<file path="src/rtl/alu_cmd_issuer.sv">
// alu_cmd_issuer: command FIFO -> registered issue stage -> external ALU ->
// response FIFO. Issue is credit-gated so a registered ALU result always has
// a response slot waiting for it, whatever the consumer does.
// Optional build macro: ALU_ISSUER_STATS_EN enables the saturating
// back-pressure counter on stat_stall_cnt; otherwise the port is tied to 0.
module alu_cmd_issuer #(
  parameter int CMD_DEPTH = 4,
  parameter int RSP_DEPTH = 4
) (
  input  logic       clk,
  input  logic       reset,
  input  logic       cmd_valid,
  output logic       cmd_ready,
  input  logic [1:0] cmd_opcode,
  input  logic [3:0] cmd_a,
  input  logic [3:0] cmd_b,
  input  logic [3:0] cmd_tag,
  output logic [1:0] alu_opcode,
  output logic [3:0] alu_a,
  output logic [3:0] alu_b,
  input  logic [4:0] alu_c,
  output logic       rsp_valid,
  input  logic       rsp_ready,
  output logic [4:0] rsp_c,
  output logic [3:0] rsp_tag,
  output logic [7:0] stat_stall_cnt
);

  localparam int CAW   = $clog2(CMD_DEPTH);
  localparam int CPW   = CAW + 1;
  localparam int RAW   = $clog2(RSP_DEPTH);
  localparam int RPW   = RAW + 1;
  localparam int SUM_W = RAW + 2;

  typedef struct packed {
    logic [1:0] opcode;
    logic [3:0] a;
    logic [3:0] b;
    logic [3:0] tag;
  } cmd_t;

  typedef struct packed {
    logic [4:0] c;
    logic [3:0] tag;
  } rsp_t;

  // ---------------------------------------------------------------------------
  // Command FIFO
  // ---------------------------------------------------------------------------
  cmd_t           cmd_mem_q [CMD_DEPTH];
  logic [CPW-1:0] cmd_wptr_q, cmd_wptr_d;
  logic [CPW-1:0] cmd_rptr_q, cmd_rptr_d;
  logic           cmd_empty;
  logic           cmd_full;
  logic           cmd_push;
  cmd_t           cmd_in;
  cmd_t           cmd_head;

  assign cmd_empty = (cmd_wptr_q == cmd_rptr_q);
  assign cmd_full  = (cmd_wptr_q[CAW] != cmd_rptr_q[CAW]) &&
                     (cmd_wptr_q[CAW-1:0] == cmd_rptr_q[CAW-1:0]);

  // Ready depends only on stored occupancy; held low while reset is asserted.
  assign cmd_ready = reset & ~cmd_full;
  assign cmd_push  = cmd_valid & cmd_ready;
  assign cmd_in    = '{opcode: cmd_opcode, a: cmd_a, b: cmd_b, tag: cmd_tag};
  assign cmd_head  = cmd_mem_q[cmd_rptr_q[CAW-1:0]];

  // Command storage write port (contents need no reset; pointers gate use).
  always_ff @(posedge clk) begin
    if (cmd_push) begin
      cmd_mem_q[cmd_wptr_q[CAW-1:0]] <= cmd_in;
    end
  end

  // ---------------------------------------------------------------------------
  // Issue stage and credit check
  // ---------------------------------------------------------------------------
  logic             issue_vld_q, issue_vld_d;
  logic [1:0]       alu_opcode_q, alu_opcode_d;
  logic [3:0]       alu_a_q, alu_a_d;
  logic [3:0]       alu_b_q, alu_b_d;
  logic [3:0]       issue_tag_q, issue_tag_d;
  logic             c_vld_q;
  logic [3:0]       c_tag_q;
  logic [RPW-1:0]   rsp_count;
  logic [SUM_W-1:0] credit_sum;
  logic             credit_ok;
  logic             issue_go;

  // Slots already claimed: entry in issue, entry in ALU, entries buffered,
  // plus the one about to be issued. A same-cycle response pop is not credited.
  assign credit_sum = SUM_W'(rsp_count) + SUM_W'(issue_vld_q) +
                      SUM_W'(c_vld_q) + SUM_W'(1);
  assign credit_ok  = (credit_sum <= SUM_W'(RSP_DEPTH));
  assign issue_go   = ~cmd_empty & credit_ok;

  // Command pointer next-state.
  always_comb begin
    cmd_wptr_d = cmd_wptr_q;
    cmd_rptr_d = cmd_rptr_q;
    if (cmd_push) begin
      cmd_wptr_d = cmd_wptr_q + CPW'(1);
    end
    if (issue_go) begin
      cmd_rptr_d = cmd_rptr_q + CPW'(1);
    end
  end

  // Command pointer registers.
  always_ff @(posedge clk or negedge reset) begin
    if (!reset) begin
      cmd_wptr_q <= '0;
      cmd_rptr_q <= '0;
    end else begin
      cmd_wptr_q <= cmd_wptr_d;
      cmd_rptr_q <= cmd_rptr_d;
    end
  end

  // Issue-stage next-state: ALU operands hold their last value when idle.
  always_comb begin
    issue_vld_d  = 1'b0;
    alu_opcode_d = alu_opcode_q;
    alu_a_d      = alu_a_q;
    alu_b_d      = alu_b_q;
    issue_tag_d  = issue_tag_q;
    if (issue_go) begin
      issue_vld_d  = 1'b1;
      alu_opcode_d = cmd_head.opcode;
      alu_a_d      = cmd_head.a;
      alu_b_d      = cmd_head.b;
      issue_tag_d  = cmd_head.tag;
    end
  end

  // Issue-stage registers driving the ALU inputs.
  always_ff @(posedge clk or negedge reset) begin
    if (!reset) begin
      issue_vld_q  <= 1'b0;
      alu_opcode_q <= '0;
      alu_a_q      <= '0;
      alu_b_q      <= '0;
      issue_tag_q  <= '0;
    end else begin
      issue_vld_q  <= issue_vld_d;
      alu_opcode_q <= alu_opcode_d;
      alu_a_q      <= alu_a_d;
      alu_b_q      <= alu_b_d;
      issue_tag_q  <= issue_tag_d;
    end
  end

  assign alu_opcode = alu_opcode_q;
  assign alu_a      = alu_a_q;
  assign alu_b      = alu_b_q;

  // ALU stage tracker: follows the issue stage by one cycle, matching the
  // ALU's own output register.
  always_ff @(posedge clk or negedge reset) begin
    if (!reset) begin
      c_vld_q <= 1'b0;
      c_tag_q <= '0;
    end else begin
      c_vld_q <= issue_vld_q;
      c_tag_q <= issue_tag_q;
    end
  end

  // ---------------------------------------------------------------------------
  // Response FIFO
  // ---------------------------------------------------------------------------
  rsp_t           rsp_mem_q [RSP_DEPTH];
  logic [RPW-1:0] rsp_wptr_q, rsp_wptr_d;
  logic [RPW-1:0] rsp_rptr_q, rsp_rptr_d;
  logic           rsp_empty;
  logic           rsp_push;
  logic           rsp_pop;
  rsp_t           rsp_head;

  assign rsp_count = rsp_wptr_q - rsp_rptr_q;
  assign rsp_empty = (rsp_wptr_q == rsp_rptr_q);
  assign rsp_push  = c_vld_q;
  assign rsp_pop   = rsp_valid & rsp_ready;
  assign rsp_head  = rsp_mem_q[rsp_rptr_q[RAW-1:0]];

  // Response storage write port; space is guaranteed by the issue credit.
  always_ff @(posedge clk) begin
    if (rsp_push) begin
      rsp_mem_q[rsp_wptr_q[RAW-1:0]] <= '{c: alu_c, tag: c_tag_q};
    end
  end

  // Response pointer next-state.
  always_comb begin
    rsp_wptr_d = rsp_wptr_q;
    rsp_rptr_d = rsp_rptr_q;
    if (rsp_push) begin
      rsp_wptr_d = rsp_wptr_q + RPW'(1);
    end
    if (rsp_pop) begin
      rsp_rptr_d = rsp_rptr_q + RPW'(1);
    end
  end

  // Response pointer registers.
  always_ff @(posedge clk or negedge reset) begin
    if (!reset) begin
      rsp_wptr_q <= '0;
      rsp_rptr_q <= '0;
    end else begin
      rsp_wptr_q <= rsp_wptr_d;
      rsp_rptr_q <= rsp_rptr_d;
    end
  end

  // Head fields are forced to zero when empty so reset shows clean outputs
  // without resetting the storage array.
  assign rsp_valid = ~rsp_empty;
  assign rsp_c     = rsp_empty ? '0 : rsp_head.c;
  assign rsp_tag   = rsp_empty ? '0 : rsp_head.tag;

  // ---------------------------------------------------------------------------
  // Back-pressure statistics
  // ---------------------------------------------------------------------------
`ifdef ALU_ISSUER_STATS_EN
  logic [7:0] stall_cnt_q, stall_cnt_d;

  // Saturating count of cycles where a response is held by the consumer.
  always_comb begin
    stall_cnt_d = stall_cnt_q;
    if (rsp_valid && !rsp_ready && (stall_cnt_q != '1)) begin
      stall_cnt_d = stall_cnt_q + 8'd1;
    end
  end

  // Stall counter register; cleared only by reset.
  always_ff @(posedge clk or negedge reset) begin
    if (!reset) begin
      stall_cnt_q <= '0;
    end else begin
      stall_cnt_q <= stall_cnt_d;
    end
  end

  assign stat_stall_cnt = stall_cnt_q;
`else
  assign stat_stall_cnt = '0;
`endif

endmodule
</file>
<file path="config.mk">
export PLATFORM = sky130hd
export DESIGN_NAME = alu_cmd_issuer
export DESIGN_NICKNAME = d
export VERILOG_FILES = /design/src/rtl/alu_cmd_issuer.sv
export SDC_FILE = /design/constraint.sdc
export NUM_CORES = 1
export LEC_CHECK = 0
export ABC_AREA = 1
export BUFFER_PORTS_ARGS = -buffer_cell sky130_fd_sc_hd__buf_2
export CELL_PAD_IN_SITES_DETAIL_PLACEMENT = 1
export CELL_PAD_IN_SITES_GLOBAL_PLACEMENT = 2
export CORE_MARGIN = 3
export CORE_UTILIZATION = 39
export DETAILED_ROUTE_END_ITERATION = 10
export GPL_ROUTABILITY_DRIVEN = 0
export PLACE_DENSITY_LB_ADDON = 0.3
export SYNTH_ARGS = -nofsm -noshare
export SYNTH_HDL_FRONTEND = slang
export SYNTH_SLANG_ARGS = --single-unit
</file>
<file path="constraint.sdc">
create_clock -name clk -period 3.2 [get_ports clk]
set_clock_uncertainty 0.1 [all_clocks]
set_input_delay 0.32 -clock clk [delete_from_list [all_inputs] [get_ports clk]]
set_output_delay 0.32 -clock clk [all_outputs]
set_load 0.03 [all_outputs]
</file>
==> results.toml, run 1 <==
[detailed_routing]
drt_wl_total_um = 11400
num_vias = 3545
drt_iter0_drc = 136
wl_per_cell_um = 15.2
drc = 0
vias_per_cell = 4.75
final_antenna_net_count = 0
drt_first_pass_iters = 4

[timing]
min_period_ps = 2950
tightest_slew_ps = 891
rsz0062_at_grt = "no"
setup_tns_ps = 0
setup_viol = 0
slew_headroom_pct = 40.5
fmaxAchievable_mhz = 339
fin_ws_ps = 253
slew_violations = 0
hold_viol = 0
min_period_over_period_pct = 92.1

[setup_path]
r2r_end = "issue_tag_q[0]$_DFFE_PN0P_"
end_kind = "flop"
start_kind = "flop"
cp_max_fo = 18
required_ps = 3450
critPathKind = "reg -> reg"
worstRegToRegCells = 11
crit_top_cell = "inv_1"
max_stage_delay_ps = 510
regToRegSetupSlack_ps = 250
path_delay_family = "adder cells"
crit_arrival_ps = 3190
path_buf_inv = 3
reg2reg_from = "rsp_wptr_q[0]$_DFFE_PN0P_"
path_cells = "inv_1 > ha_1 > inv_1 > fa_1 > inv_1 > fa_1 > a21oi_1 > nand3_4 > nand3_4 > nand2_1 > nand2_1"
critPathSlowestCell = "fa_1"

[clock_tree]
clkSinkCount = 124
clock_path_buffers = 2
post_cts_buffers = 0
cts_buffers = 17
cts_root_buffer = "clkbuf_16"
cts_tree = "done"
cts_htree_levels = 4
clk_latency_ps = 410
clkTransAtPathRegs_ps = 50

[floorplan]
num_rows = 42
io_pins = 52
die_x_um = 124
die_area_um2 = 15400
die_y_um = 124
start_util_pct = 40.5
coreArea_um2 = 13500

[cells_and_area]
regArea_um2 = 3560
multiInputGateArea_um2 = 1610
diodes = 0
mostFrequentLayoutCell = "nand2_1"
mostFrequentLayoutCells = "nand2_1, edfxtp_1, buf_2, nor2_1, dfrtp_1"
area.growth.synth_to_final_pct = 18.2
layout-drive-gt1-share_pct = 18.0
final.fill_count = 1504
layout.nets = 599
fin_cells = 747

[synth]
synth_compound_area_share_pct = 2.94
syn_inst = 500
yosys.cell_types.count = 27
syn_area_um2 = 5450
synth_seq_cells = 124
ys_seq_area_share_pct = 65.4
synth-xor-area-share_pct = 1.10
avgSynthCellArea_um2 = 10.9
synth-simple-area-share_pct = 20.7
synth_top_family_by_area = "simple AND/OR/NAND/NOR gates"
yosys-mux-area-fraction_pct = 0
yosys.area_share.adder_pct = 4.18
yosysWarnings = 0

[place]
hpwl_um = 7530
placedCellCount = 709
io_buffers = 43
dp_slack_ps = 245

[hold_path]
hold_class = "in -> reg"
min_to = "rsp_mem_q[0][4]$_DFFE_PP_"
min_delay_path_depth = 1
min_from = "alu_c[0]"

[status]
outcome = "finished, final reports clean"

[global_route]
grt_pass1_wl_um = 18500
grt_max_degree = 37
antenna_found_initial = 0
grt.overflow.total = 0
track_usage_pct = 16.3
grt_pass1_vias = 3807

[run]
maxCapViolCount = 0
-- synthesized netlist by cell type, drive strengths merged --
| cell | instances | area (um^2) |
|---|---|---|
| nand2 | 192 | 753 |
| edfxtp | 92 | 2760 |
| nor2 | 41 | 154 |
| dfrtp | 32 | 801 |
| inv | 31 | 119 |
| buf | 23 | 164 |
| nand4 | 20 | 125 |
| o21ai | 20 | 100 |
| ha | 15 | 188 |
| a21oi | 12 | 60.1 |
| nand3 | 6 | 77.6 |
| clkbuf | 5 | 18.8 |
| xor2 | 5 | 43.8 |
| fa | 2 | 40.0 |
| nand3b | 2 | 18.8 |
| conb | 1 | 3.75 |
| xnor2 | 1 | 16.3 |
-- worst max path at each step --
stage | start | cells after the start | endpoint | slack [ps]
after global routing | rsp_wptr_q[0]$_DFFE_PN0P_ | 12 | cmd_rptr_q[2]$_DFFE_PN0P_ | 20
after global placement | rsp_wptr_q[0]$_DFFE_PN0P_ | 13 | alu_opcode[1]$_DFFE_PN0P_ | 340
after detailed placement | rsp_wptr_q[0]$_DFFE_PN0P_ | 12 | issue_tag_q[1]$_DFFE_PN0P_ | 240
after floorplan | rsp_rptr_q[1]$_DFFE_PN0P_ | 12 | alu_a[0]$_DFFE_PN0P_ | 410
after CTS | rsp_wptr_q[0]$_DFFE_PN0P_ | 13 | issue_tag_q[1]$_DFFE_PN0P_ | 210
final | rsp_wptr_q[0]$_DFFE_PN0P_ | 11 | issue_tag_q[0]$_DFFE_PN0P_ | 250
-- final cells by class --
type / count / area share [%]
clock inverters: 9 / 1.48
multi-input cells: 324 / 25.0
flip-flops and latches: 124 / 55.4
clock buffers: 22 / 7.21
inverters: 31 / 1.85
well taps: 176 / 3.42
repair buffers: 61 / 5.72
-- registers in the layout (all words and copies together), names as in the netlist --
| name | count |
|---|---|
| alu_b | 4 |
| c_tag_q | 4 |
| c_vld_q | 1 |
| rsp_mem_q | 36 |
| alu_opcode | 2 |
| rsp_rptr_q | 3 |
| issue_tag_q | 4 |
| cmd_rptr_q | 3 |
| cmd_mem_q | 56 |
| issue_vld_q | 1 |
| alu_a | 4 |
| rsp_wptr_q | 3 |
| cmd_wptr_q | 3 |
-- stage by stage --
step	hold slack, ps	cell area (um^2)	utilization [%]
floorplan	-75.6	5470	-
global placement	266	5810	43.2
detailed placement	273	5810	43.2
CTS	0.656	6440	47.8
global route	4.20	6440	47.8
finish	22.9	6440	47.8
-- logic make-up after synthesis --
| group | Yosys count |
|---|---|
| XOR/XNOR | 6 |
| other | 1 |
| AND/OR/NAND/NOR | 261 |
| AO/OA/AOI/OAI | 32 |
| flip-flops | 124 |
| adder cells (fa/ha/maj) | 17 |
| buffers and inverters | 59 |
-- per-layer routing --
| layer | routed length [um] | vias to the layer above | track usage (%) |
|---|---|---|---|
| li1 | - | 1755 | - |
| met1 | 4730 | 1713 | 17.7 |
| met2 | 5940 | 60 | 28.9 |
| met3 | 477 | 17 | 5.45 |
| met4 | 208 | 0 | 7.12 |
| met5 | 0 | - | 0 |
-- repair_timing --
item / in CTS / in global routing
gates resized for setup: 0 / 0
hold endpoints to repair: 56 / 0
hold buffers: 7 / 0
Power of run 1 is left out: the tool's default activity adds up to more than one toggle a clock period on the data nets, which glitch-free logic cannot reach.
==> run 2: changes to the inputs <==
Settings changed: CTS_CLUSTER_DIAMETER set to 80, GPL_TIMING_DRIVEN set to 0, RECOVER_POWER set to 25.
==> run 2 against run 1 <==
Non-clock buffer count rose by 11. First-iteration DRC count up 32%. Clock-buffer cell count rose by 2. Global-route usage up 0.22 points. Largest cell class unchanged. Fmax down 1.9%. Utilization rose by 0.36 points. Critical path depth increased by 2. Register-to-register slack worse by 60 ps. Routed wire length rose by 3.9%.
==> results.toml, run 2 (synthesis gave the netlist of run 1 again) <==
[status]
outcome = "finished, final reports clean"

[hold_path]
min_from = "cmd_b[0]"
hold_class = "in -> reg"

[floorplan]
die_area_um2 = 15400
num_rows = 42
start_util_pct = 40.5
io_pins = 52
die_x_um = 124
die_y_um = 124
coreArea_um2 = 13500

[detailed_routing]
final_antenna_net_count = 0
vias_per_cell = 4.66
wl_per_cell_um = 15.5
num_vias = 3534
drt_first_pass_iters = 4
drt_wl_total_um = 11800
drc = 0
drt_iter0_drc = 180

[timing]
tightest_slew_ps = 880
min_period_ps = 3000
slew_violations = 0
hold_viol = 0
whs_ps = 39.3
fmaxAchievable_mhz = 333
min_period_over_period_pct = 93.9
setup_tns_ps = 0
setup_viol = 0
rsz0062_at_grt = "no"
slew_headroom_pct = 41.3

[cells_and_area]
utilization_pct = 48.2
diodes = 0
layout-drive-gt1-share_pct = 17.8
largest_register_ffs = 56
layout.nets = 610
mostFrequentLayoutCells = "nand2_1, edfxtp_1, nor2_1, buf_2, dfrtp_1"
mostFrequentLayoutCell = "nand2_1"
area.growth.synth_to_final_pct = 19.1

[clock_tree]
cts_root_buffer = "clkbuf_16"
clkSinkCount = 124
cts_htree_levels = 4
cts_tree = "done"
clock_path_buffers = 2
clk_latency_ps = 410
cts_buffers = 17
clkTransAtPathRegs_ps = 50

[global_route]
grt_pass1_wl_um = 18700
grt_max_degree = 38
antenna_found_initial = 0
grt.overflow.total = 0
track_usage_pct = 16.5
grt_pass1_vias = 3711

[setup_path]
path_cells = "clkbuf_4 > clkinvlp_4 > fa_1 > inv_1 > fa_1 > nand2_1 > nand2_1 > nand2_1 > nand2_4 > nand3_4 > buf_12 > nand2_2 > nand2_1"
max_stage_delay_ps = 590
required_ps = 3390
start_kind = "flop"
critPathKind = "reg -> reg"
crit_path_start = "rsp_rptr_q[1]$_DFFE_PN0P_"
path_delay_family = "adder cells"
path_buf_inv = 4
crit_arrival_ps = 3190
reg2reg_from = "rsp_rptr_q[1]$_DFFE_PN0P_"
critPathSlowestCell = "fa_1"
cp_max_fo = 10
end_kind = "flop"
crit_top_cell = "nand2_1"

[place]
hpwl_um = 8020
io_buffers = 43

[run]
maxCapViolCount = 0
[run 2: through the flow]
stage,area (um^2),setup WS (ps),instances
CTS,6490,7.11,759
global route,6480,0.242,759
finish,6480,196,759
global placement,5910,-102,726
floorplan,5470,406,507
detailed placement,5910,-165,726
[run 2: path summary, 6_finish.rpt]
path,depth (start not counted),slack (ps),endpoint
max reg2reg,13,200,alu_a[2]$_DFFE_PN0P_
max,13,200,alu_a[2]$_DFFE_PN0P_
min,1,40,cmd_mem_q[1][4]$_DFFE_PP_
max in group asynchronous,2,2000,alu_a[2]$_DFFE_PN0P_
min reg2reg,0,280,c_tag_q[3]$_DFF_PN0_
min in group asynchronous,2,460,rsp_rptr_q[2]$_DFFE_PN0P_
[run 2: worst reg2reg max path, delay by kind of cell (launching register included)]
family        cells  cell delay, ps
flops             1             350
buf+inv           4             680
simple gates      7             600
fa+ha+maj         2            1160
[run 2: cell type report]
type                            instances  area (um^2)
Fill cell                            1474         6970
Sequential cell                       124         3560
Multi-Input combinational cell        324         1620
Clock buffer                           24          502
Tap cell                              176          220
Timing Repair Buffer                   45          211
Buffer                                 27          181
Inverter                               31          123
Clock inverter                          8         63.8
[run 2: metal layers]
metal | part of all wire, % | up-vias | global-route usage, %
met5 | 0 | - | 0
met4 | 1.3 | 0 | 5.61
met3 | 3.4 | 15 | 4.68
met2 | 53 | 57 | 30.2
met1 | 42 | 1688 | 18.3
li1 | - | 1774 | -
[run 2: what timing repair did]
action,in CTS,in global routing
pin swaps,0,0
endpoints found under the setup margin,28,11
hold endpoints to repair,32,0
hold buffers,1,0
gates resized for setup,1,2
setup buffers,1,0
Power of run 2 is left out for the same reason.
